$ cat src/rtl/uart_prog_loader.sv
// uart_prog_loader: boot-time program loader for the pipelined MIPS core.
// Receives an 8N1 UART frame of the form LEN_LO, LEN_HI, then LEN x 4 data bytes
// (little-endian words). Each word is written to instruction memory, and the core
// is held in reset until the last word has been written.
//
// Build option: define LOADER_CHECKSUM_EN to require a trailing XOR-of-data byte.
//
// Parameters:
//   CLKS_PER_BIT - clk cycles per UART bit (minimum 4)
//   MAX_WORDS    - instruction memory depth in words
// Ports:
//   clk        - system clock, rising edge
//   reset      - synchronous active-high reset
//   rx         - UART line, idle high, asynchronous to clk
//   imem_we    - one-cycle write strobe to instruction memory
//   imem_addr  - byte address of the write ({word index, 2'b00})
//   imem_wdata - assembled 32-bit word
//   cpu_reset  - core reset, high until the image is loaded
//   load_done  - sticky: image written successfully
//   load_err   - sticky: framing, length or checksum error
module uart_prog_loader #(
    parameter int unsigned CLKS_PER_BIT = 868,
    parameter int unsigned MAX_WORDS    = 1024
) (
    input  logic        clk,
    input  logic        reset,
    input  logic        rx,
    output logic        imem_we,
    output logic [31:0] imem_addr,
    output logic [31:0] imem_wdata,
    output logic        cpu_reset,
    output logic        load_done,
    output logic        load_err
);

    localparam int unsigned     CntW    = $clog2(CLKS_PER_BIT);
    localparam logic [CntW-1:0] CntFull = CntW'(CLKS_PER_BIT - 1);
    localparam logic [CntW-1:0] CntHalf = CntW'(CLKS_PER_BIT / 2 - 1);

    // ------------------------------------------------------------------
    // RX synchronizer
    // ------------------------------------------------------------------
    logic rx_meta, rx_sync;

    always_ff @(posedge clk) begin
        if (reset) begin
            rx_meta <= 1'b1;
            rx_sync <= 1'b1;
        end else begin
            rx_meta <= rx;
            rx_sync <= rx_meta;
        end
    end

    // ------------------------------------------------------------------
    // RX FSM
    // ------------------------------------------------------------------
    typedef enum logic [1:0] {RxIdle, RxStart, RxData, RxStop} rx_state_e;

    rx_state_e       rx_state_q, rx_state_d;
    logic [CntW-1:0] clk_cnt_q;
    logic [2:0]      bit_cnt_q;
    logic [7:0]      rx_shift_q;
    logic            byte_valid, frame_bad;

    always_ff @(posedge clk) begin
        if (reset) rx_state_q <= RxIdle;
        else       rx_state_q <= rx_state_d;
    end

    always_comb begin
        rx_state_d = rx_state_q;
        unique case (rx_state_q)
            RxIdle:  if (!rx_sync) rx_state_d = RxStart;
            // Mid-start-bit re-check rejects glitches shorter than half a bit.
            RxStart: if (clk_cnt_q == CntHalf) rx_state_d = rx_sync ? RxIdle : RxData;
            RxData:  if (clk_cnt_q == CntFull && bit_cnt_q == 3'd7) rx_state_d = RxStop;
            RxStop:  if (clk_cnt_q == CntFull) rx_state_d = RxIdle;
            default: rx_state_d = RxIdle;
        endcase
    end

    always_comb begin
        byte_valid = 1'b0;
        frame_bad  = 1'b0;
        if (rx_state_q == RxStop && clk_cnt_q == CntFull) begin
            byte_valid = rx_sync;
            frame_bad  = ~rx_sync;
        end
    end

    always_ff @(posedge clk) begin
        if (reset) begin
            clk_cnt_q  <= '0;
            bit_cnt_q  <= '0;
            rx_shift_q <= '0;
        end else begin
            unique case (rx_state_q)
                RxIdle:  clk_cnt_q <= '0;
                RxStart: clk_cnt_q <= (clk_cnt_q == CntHalf) ? '0 : clk_cnt_q + CntW'(1);
                RxData: begin
                    if (clk_cnt_q == CntFull) begin
                        clk_cnt_q  <= '0;
                        rx_shift_q <= {rx_sync, rx_shift_q[7:1]};  // LSB first
                        bit_cnt_q  <= bit_cnt_q + 3'd1;
                    end else begin
                        clk_cnt_q <= clk_cnt_q + CntW'(1);
                    end
                end
                RxStop:  clk_cnt_q <= (clk_cnt_q == CntFull) ? '0 : clk_cnt_q + CntW'(1);
                default: clk_cnt_q <= '0;
            endcase
        end
    end

    // ------------------------------------------------------------------
    // Loader FSM
    // ------------------------------------------------------------------
    typedef enum logic [2:0] {
        LdLenLo, LdLenHi, LdData, LdWrite, LdDone, LdErr
`ifdef LOADER_CHECKSUM_EN
        , LdCsum
`endif
    } ld_state_e;

`ifdef LOADER_CHECKSUM_EN
    localparam ld_state_e LdTail = LdCsum;
`else
    localparam ld_state_e LdTail = LdDone;
`endif

    ld_state_e   ld_state_q, ld_state_d;
    logic [7:0]  len_lo_q;
    logic [15:0] len_q;
    logic [15:0] word_idx_q;
    logic [1:0]  byte_cnt_q;
    logic [31:0] word_q;
    logic [15:0] len_rx;
`ifdef LOADER_CHECKSUM_EN
    logic [7:0]  csum_q;
`endif

    assign len_rx = {rx_shift_q, len_lo_q};

    always_ff @(posedge clk) begin
        if (reset) ld_state_q <= LdLenLo;
        else       ld_state_q <= ld_state_d;
    end

    always_comb begin
        ld_state_d = ld_state_q;
        unique case (ld_state_q)
            LdLenLo: if (byte_valid) ld_state_d = LdLenHi;
            LdLenHi: begin
                if (byte_valid) begin
                    if (len_rx == 16'd0)                ld_state_d = LdTail;
                    else if (32'(len_rx) > MAX_WORDS)   ld_state_d = LdErr;
                    else                                ld_state_d = LdData;
                end
            end
            LdData:  if (byte_valid && byte_cnt_q == 2'd3) ld_state_d = LdWrite;
            LdWrite: ld_state_d = (word_idx_q + 16'd1 == len_q) ? LdTail : LdData;
`ifdef LOADER_CHECKSUM_EN
            LdCsum:  if (byte_valid) ld_state_d = (rx_shift_q == csum_q) ? LdDone : LdErr;
`endif
            LdDone:  ld_state_d = LdDone;
            LdErr:   ld_state_d = LdErr;
            default: ld_state_d = LdErr;
        endcase
        // A finished load is immune to later line noise.
        if (frame_bad && ld_state_q != LdDone) ld_state_d = LdErr;
    end

    always_comb begin
        imem_we    = (ld_state_q == LdWrite);
        cpu_reset  = (ld_state_q != LdDone);
        load_done  = (ld_state_q == LdDone);
        load_err   = (ld_state_q == LdErr);
        imem_addr  = {14'd0, word_idx_q, 2'b00};
        imem_wdata = word_q;
    end

    always_ff @(posedge clk) begin
        if (reset) begin
            len_lo_q   <= '0;
            len_q      <= '0;
            word_idx_q <= '0;
            byte_cnt_q <= '0;
            word_q     <= '0;
`ifdef LOADER_CHECKSUM_EN
            csum_q     <= '0;
`endif
        end else begin
            if (ld_state_q == LdLenLo && byte_valid) len_lo_q <= rx_shift_q;
            if (ld_state_q == LdLenHi && byte_valid) len_q    <= len_rx;
            if (ld_state_q == LdData && byte_valid) begin
                word_q     <= {rx_shift_q, word_q[31:8]};  // first byte ends in [7:0]
                byte_cnt_q <= byte_cnt_q + 2'd1;
`ifdef LOADER_CHECKSUM_EN
                csum_q     <= csum_q ^ rx_shift_q;
`endif
            end
            if (ld_state_q == LdWrite) word_idx_q <= word_idx_q + 16'd1;
        end
    end

endmodule

$ cat config.mk
export PLATFORM = sky130hd
export DESIGN_NAME = uart_prog_loader
export DESIGN_NICKNAME = d
export VERILOG_FILES = /design/src/rtl/uart_prog_loader.sv
export SDC_FILE = /design/constraint.sdc
export NUM_CORES = 1
export LEC_CHECK = 0
export ABC_AREA = 0
export CORE_MARGIN = 5
export CORE_UTILIZATION = 40
export DETAILED_ROUTE_END_ITERATION = 16
export GPL_TIMING_DRIVEN = 0
export PLACE_DENSITY_LB_ADDON = 0.1
export SLEW_MARGIN = 20
export SYNTH_ARGS = -nofsm -noshare
export SYNTH_HDL_FRONTEND = slang
export SYNTH_SLANG_ARGS = --single-unit
$ cat constraint.sdc
create_clock -name clk -period 2.4 [get_ports clk]
set_input_delay 0.48 -clock clk [delete_from_list [all_inputs] [get_ports clk]]
set_output_delay 0.48 -clock clk [all_outputs]
set_load 0.01 [all_outputs]
# After elaboration in Yosys (flattened, before gate mapping)
# Cells that the tools add are included.
classes:
  n_lt_le_gt_ge: 1
  div_mod_pow: 0
  n_shift: 0
  n_reduce_logical: 16
  muxes: 19
  multipliers: 0
  n_eq_ne: 24
  addsub: 4
  n_bitwise: 1
ops:
  columns: ["operator", "count"]
  rows:
  - ["case mux 10 bit (3 select lines)", 1]
  - ["2-to-1 mux 3 bit", 7]
  - ["2-to-1 mux 10 bit", 2]
  - ["adder 16 x 1 -> 16 bit, second input constant", 1]
  - ["equality test 16 bit", 1]
  - ["> comparator 16 x 11 -> 1 bit, second input constant", 1]
  - ["zero test 16 bit", 1]
  - ["case mux 3 bit (5 select lines)", 1]
  - ["inequality test 2 bit, second input constant", 7]
  - ["inequality test 3 bit, second input constant", 4]
  - ["adder 10 x 1 -> 10 bit, second input constant", 1]
  - ["equality test 10 bit, second input constant", 1]
  - ["equality test 10 x 9 -> 1 bit, second input constant", 1]
  - ["2-to-1 mux 2 bit", 5]
  - ["equality test 3 bit, second input constant", 3]
  - ["case mux 2 bit (4 select lines)", 1]
  - ["logical AND 1 bit", 7]
  - ["equality test 2 bit, second input constant", 3]
  - ["equality test 3 x 2 -> 1 bit, second input constant", 2]
  - ["AND reduction 3 bit", 2]
  - ["AND reduction 4 bit", 1]
  - ["OR reduction 2 bit", 2]
  - ["adder 3 x 1 -> 3 bit, second input constant", 1]
  - ["equality test 3 x 1 -> 1 bit, second input constant", 1]
  - ["7 further kinds", 8]
totals:
  output_inout_bits: 68
  register_bits: 102
  latchBits: 0
  memories: 0
  inputBits: 3
  mem_bits_rw: 0
  rom_bits: 0
  wordCells: 78

# Logic depth before layout (Yosys ltp)
depth:
  depth_word: 7
  ltp_mapped: 10

# Least setup slack after synthesis
# OpenSTA, ideal clock, no wires.
synth_path:
  path_kind: "register to register"
  start: "register word_idx_q[0]"
  end: "register ld_state_q[1]"
  setup_time_ps: 120
  slack_ps: 260
  path_stages_with_launch: 9
  t_required_ps: 2280
  t_arrival_ps: 2020
  path_cell_list: "dfxtp_1 > ha_1 > buf_2 > nand3_1 > or2_1 > or3_1 > a21oi_1 > nand4_1 > o31a_1"
synth_via:
  elab_chain_len: 4
synth_rtl:
  columns: ["item", "line_no", "text"]
  rows:
  - ["from (decl)", "135", "logic [15:0] word_idx_q;"]
  - ["from (signal assigned)", "203", "if (ld_state_q == LdWrite) word_idx_q <= word_idx_q + 16'd1;"]
  - ["adder 16 x 1 -> 16 bit", "162", "LdWrite: ld_state_d = (word_idx_q + 16'd1 == len_q) ? LdTail : LdData;"]
  - ["equality test 16 bit", "162", null]
  - ["2-to-1 mux 3 bit", "162", null]
  - ["case mux 3 bit (5 select lines)", "152", "unique case (ld_state_q)"]
  - ["to (signal assigned)", "146", "if (reset) ld_state_q <= LdLenLo;"]
  - ["to (signal assigned)", "147", "else ld_state_q <= ld_state_d;"]
  - ["to (decl)", "132", "ld_state_e ld_state_q, ld_state_d;"]
# No other way between the ends.
# A chain may end at the register's enable or synchronous reset.

# Worst setup path in the final report
layout_path:
  start: "register ld_state_q[0]"
  end: "output imem_we"
layout_via:
  elab_chain_len: 1
layout_rtl:
  columns: ["item", "line_no", "text"]
  rows:
  - ["equality test 3 x 2 -> 1 bit", "175", "imem_we = (ld_state_q == LdWrite);"]
  - ["to (decl)", "28", "output logic imem_we,"]
# No other way between the ends.

==> flow_metrics.py <==
metrics = {
    "floorplanning": {
        "io_pins": 71,
        "die_w_um": 117.9,
        "dieArea_mm2": 0.01391,
        "fp-row-count": 39,
        "core-area_mm2": 0.01142,
        "start_util": 0.4082,
        "die_h_um": 117.9,
    },
    "sta": {
        "worst_pin_slew_ns": 0.5539,
        "post-route-period-util": 0.9545,
        "finalMaxSlewViolations": 0,
        "fin_hold_ws_ns": 0.4140,
        "finalClockSkew_ns": 0.01022,
        "max-slew-margin-rel": 0.6307,
        "hold_violations": 0,
        "setup_violations": 0,
        "rsz0062_at_grt": "false",
        "fmaxAchievable_mhz": 436.5,
        "period_needed_ns": 2.291,
    },
    "yosys": {
        "ys_seq_area_frac": 0.4381,
        "postSynthCellCount": 565,
        "ys_warn_count": 0,
        "yosys.area.top_type": "dfxtp_1",
        "ys_ff_latch": 102,
        "synth.area.top_cells": "dfxtp_1 44%, nand2_1 9.2%, a21oi_1 6.3%, nor2_1 4.3%, mux2i_1 4.1%",
        "synth_most_common_cell": "nand2_1",
        "synth_edf_count": 0,
        "netlist_area_mm2": 0.004661,
        "syn_area_per_cell_um2": 8.249,
        "yosysTopAreaCellShare": 0.4381,
        "synth_common_cells": "114 x nand2_1, 102 x dfxtp_1, 59 x a21oi_1, 53 x nor2_1, 21 x clkbuf_1",
        "synth_cell_types": 55,
        "synth_flop_cell": "dfxtp_1",
        "async_reset_ff_frac": 0,
    },
    "global_route": {
        "overflow": 0,
        "grt_usage": 0.1561,
        "grt_max_degree": 19,
        "grt_pass1_wl_um": 18060,
        "antenna_found_initial": 0,
        "first_global_vias": 3715,
    },
    "cells_and_area": {
        "area_delta_synth_final_pct": 23.19,
        "drive_gt1_frac": 0.1015,
        "utilization": 0.5028,
        "stdcell_count": 793,
        "fin_area_mm2": 0.005742,
        "antenna_cells": 0,
        "fin_nets": 654,
    },
    "pwr": {
        "power.leakage_nw": 2.059,
        "cellPowerDensity_mw_per_mm2": 555.3,
        "peakVddDrop_v": 0.0003834,
    },
    "placed_design": {
        "place_inst": 777,
        "io_buffers": 54,
        "gp_congestion": 0.7842,
        "postPlaceCellArea_mm2": 0.005436,
        "dpl.hpwl_um": 7776,
    },
    "clock_tree": {
        "clk_pin_slew_ns": 0.07,
        "clk_latency_ns": 0.35,
        "cts-root-buf": "clkbuf_16",
        "cts_hold_buf": 0,
        "htreeDepth": 3,
        "clock-sinks": 102,
        "numCtsBuffers": 9,
        "cts_tree": "done",
        "ctsLongestPathBuffers": 2,
    },
    "worst_setup_path": {
        "crit_type": "flop to primary output",
        "cp_max_fo": 10,
        "critical_path_arrival_ns": 1.81,
        "crit_buf_inv": 3,
        "worst_setup_path_start_kind": "flop",
        "cp_data_required_time_ns": 1.92,
        "endpoint_kind": "primary output",
        "critPathMaxStageDelay_ns": 0.55,
        "path_delay_family": "buffers and inverters",
        "slowest_stage": "clkdlybuf4s50_1",
        "path_cells": "buf_4 -> nor2b_1 -> nand2_2 -> inv_2 -> clkdlybuf4s50_1",
    },
    "route": {
        "drt-initial-drc-count": 204,
        "final_antenna_net_count": 0,
        "avgRoutedWirePerCell_um": 13.37,
        "viasPerCell": 4.941,
        "dr.pass1.iters": 4,
        "dr_total_vias": 3918,
        "drc_errors": 0,
        "finalWirelength_um": 10600,
    },
    "flow_run": {
        "max-cap-violations": 0,
    },
    "status": {
        "outcome": "finished, final reports clean",
    },
    "worst_hold_path": {
        "min_path_type": "flop to flop",
    },
}
## path summary, 6_finish.rpt
check / end / from / slack (ns) / cells past startpoint
max: imem_we / ld_state_q[0] / 0.11 / 5
min reg2reg: rx_sync / rx_meta / 0.41 / 1
max reg2reg: ld_state_q[1] / word_idx_q[0] / 0.17 / 8
min: rx_sync / rx_meta / 0.41 / 1
## logic make-up (layout without fill, tap and decap cells)
logic type | Yosys count | in the layout | synth area share
AO/OA/AOI/OAI | 90 | 90 | 0.1087
XOR/XNOR | 37 | 37 | 0.06953
flip-flops | 102 | 102 | 0.4381
other | 1 | 16 | 0.0008046
buffers and inverters | 62 | 132 | 0.06846
adder cells (fa/ha/maj) | 6 | 6 | 0.01611
AND/OR/NAND/NOR | 246 | 246 | 0.2526
multiplexers | 21 | 21 | 0.04564
## cells in the final DEF (no fill, tap or decap), types with 3 or more instances in the layout
cell type,n
nor3b_1,4
or3_1,11
conb_1,16
nand3_1,14
xnor2_1,20
clkdlybuf4s50_1,52
and3b_1,3
and4_1,4
a21oi_1,59
nor2_1,53
o21ai_0,12
clkbuf_1,21
o211ai_1,3
mux2i_1,19
clkbuf_16,9
nor3_1,4
dfxtp_1,100
buf_4,21
inv_1,9
a31oi_1,3
nand4_1,8
or2_2,4
nand2_1,113
buf_2,11
ha_1,5
inv_6,3
or4_1,5
xor2_1,17
## layout make-up
cell class                 instances  area (µm²)
fill                            1138        5677
sequential                       102        2047
clock buffer                      10       229.0
clock inverter                     6       52.55
inverter                          10       37.54
buffer                            51       280.3
timing repair buffer              55       549.3
tap                              143       178.9
multi-input combinational        416        2367
## stage by stage
step	total power, mW	setup slack, ns	setup TNS, ns
floorplan	1.797	0.2601	0
global placement	1.815	-0.01473	-0.01473
detailed placement	1.815	-0.02035	-0.02035
CTS	3.227	0.003324	0
global route	3.319	0.002452	0
finish	3.189	0.1092	0
## registers in the layout (all words and copies together) (netlist names), 3 cells and up, named ones only
name / flops
imem_wdata: 32
len_q: 16
word_idx_q: 16
clk_cnt_q: 10
len_lo_q: 8
rx_shift_q: 8
bit_cnt_q: 3
ld_state_q: 3
## layer usage
| layer | vias to the layer above | GRT usage | part of all wire |
|---|---|---|---|
| met3 | 11 | 0.04469 | 0.049 |
| met5 | - | 0 | 0 |
| met2 | 63 | 0.2528 | 0.48 |
| met4 | 0 | 0.06237 | 0.016 |
| met1 | 1803 | 0.1951 | 0.46 |
| li1 | 2041 | - | - |
## power by group
part / switching, mW / internal (mW) / total, mW / leakage (nW)
clock network: 0.691 / 0.723 / 1.41 / 0.132
registers: 0.00277 / 1.69 / 1.70 / 0.823
logic: 0.0504 / 0.0286 / 0.0790 / 1.10
total: 0.744 / 2.44 / 3.19 / 2.06
## timing repair
item,CTS,global route
endpoints found under the hold margin,0,0
resized for setup,4,6
buffers inserted,0,1
pin swaps,0,1
endpoints found under the setup margin,4,17
Power figures use the tool's default switching activity.
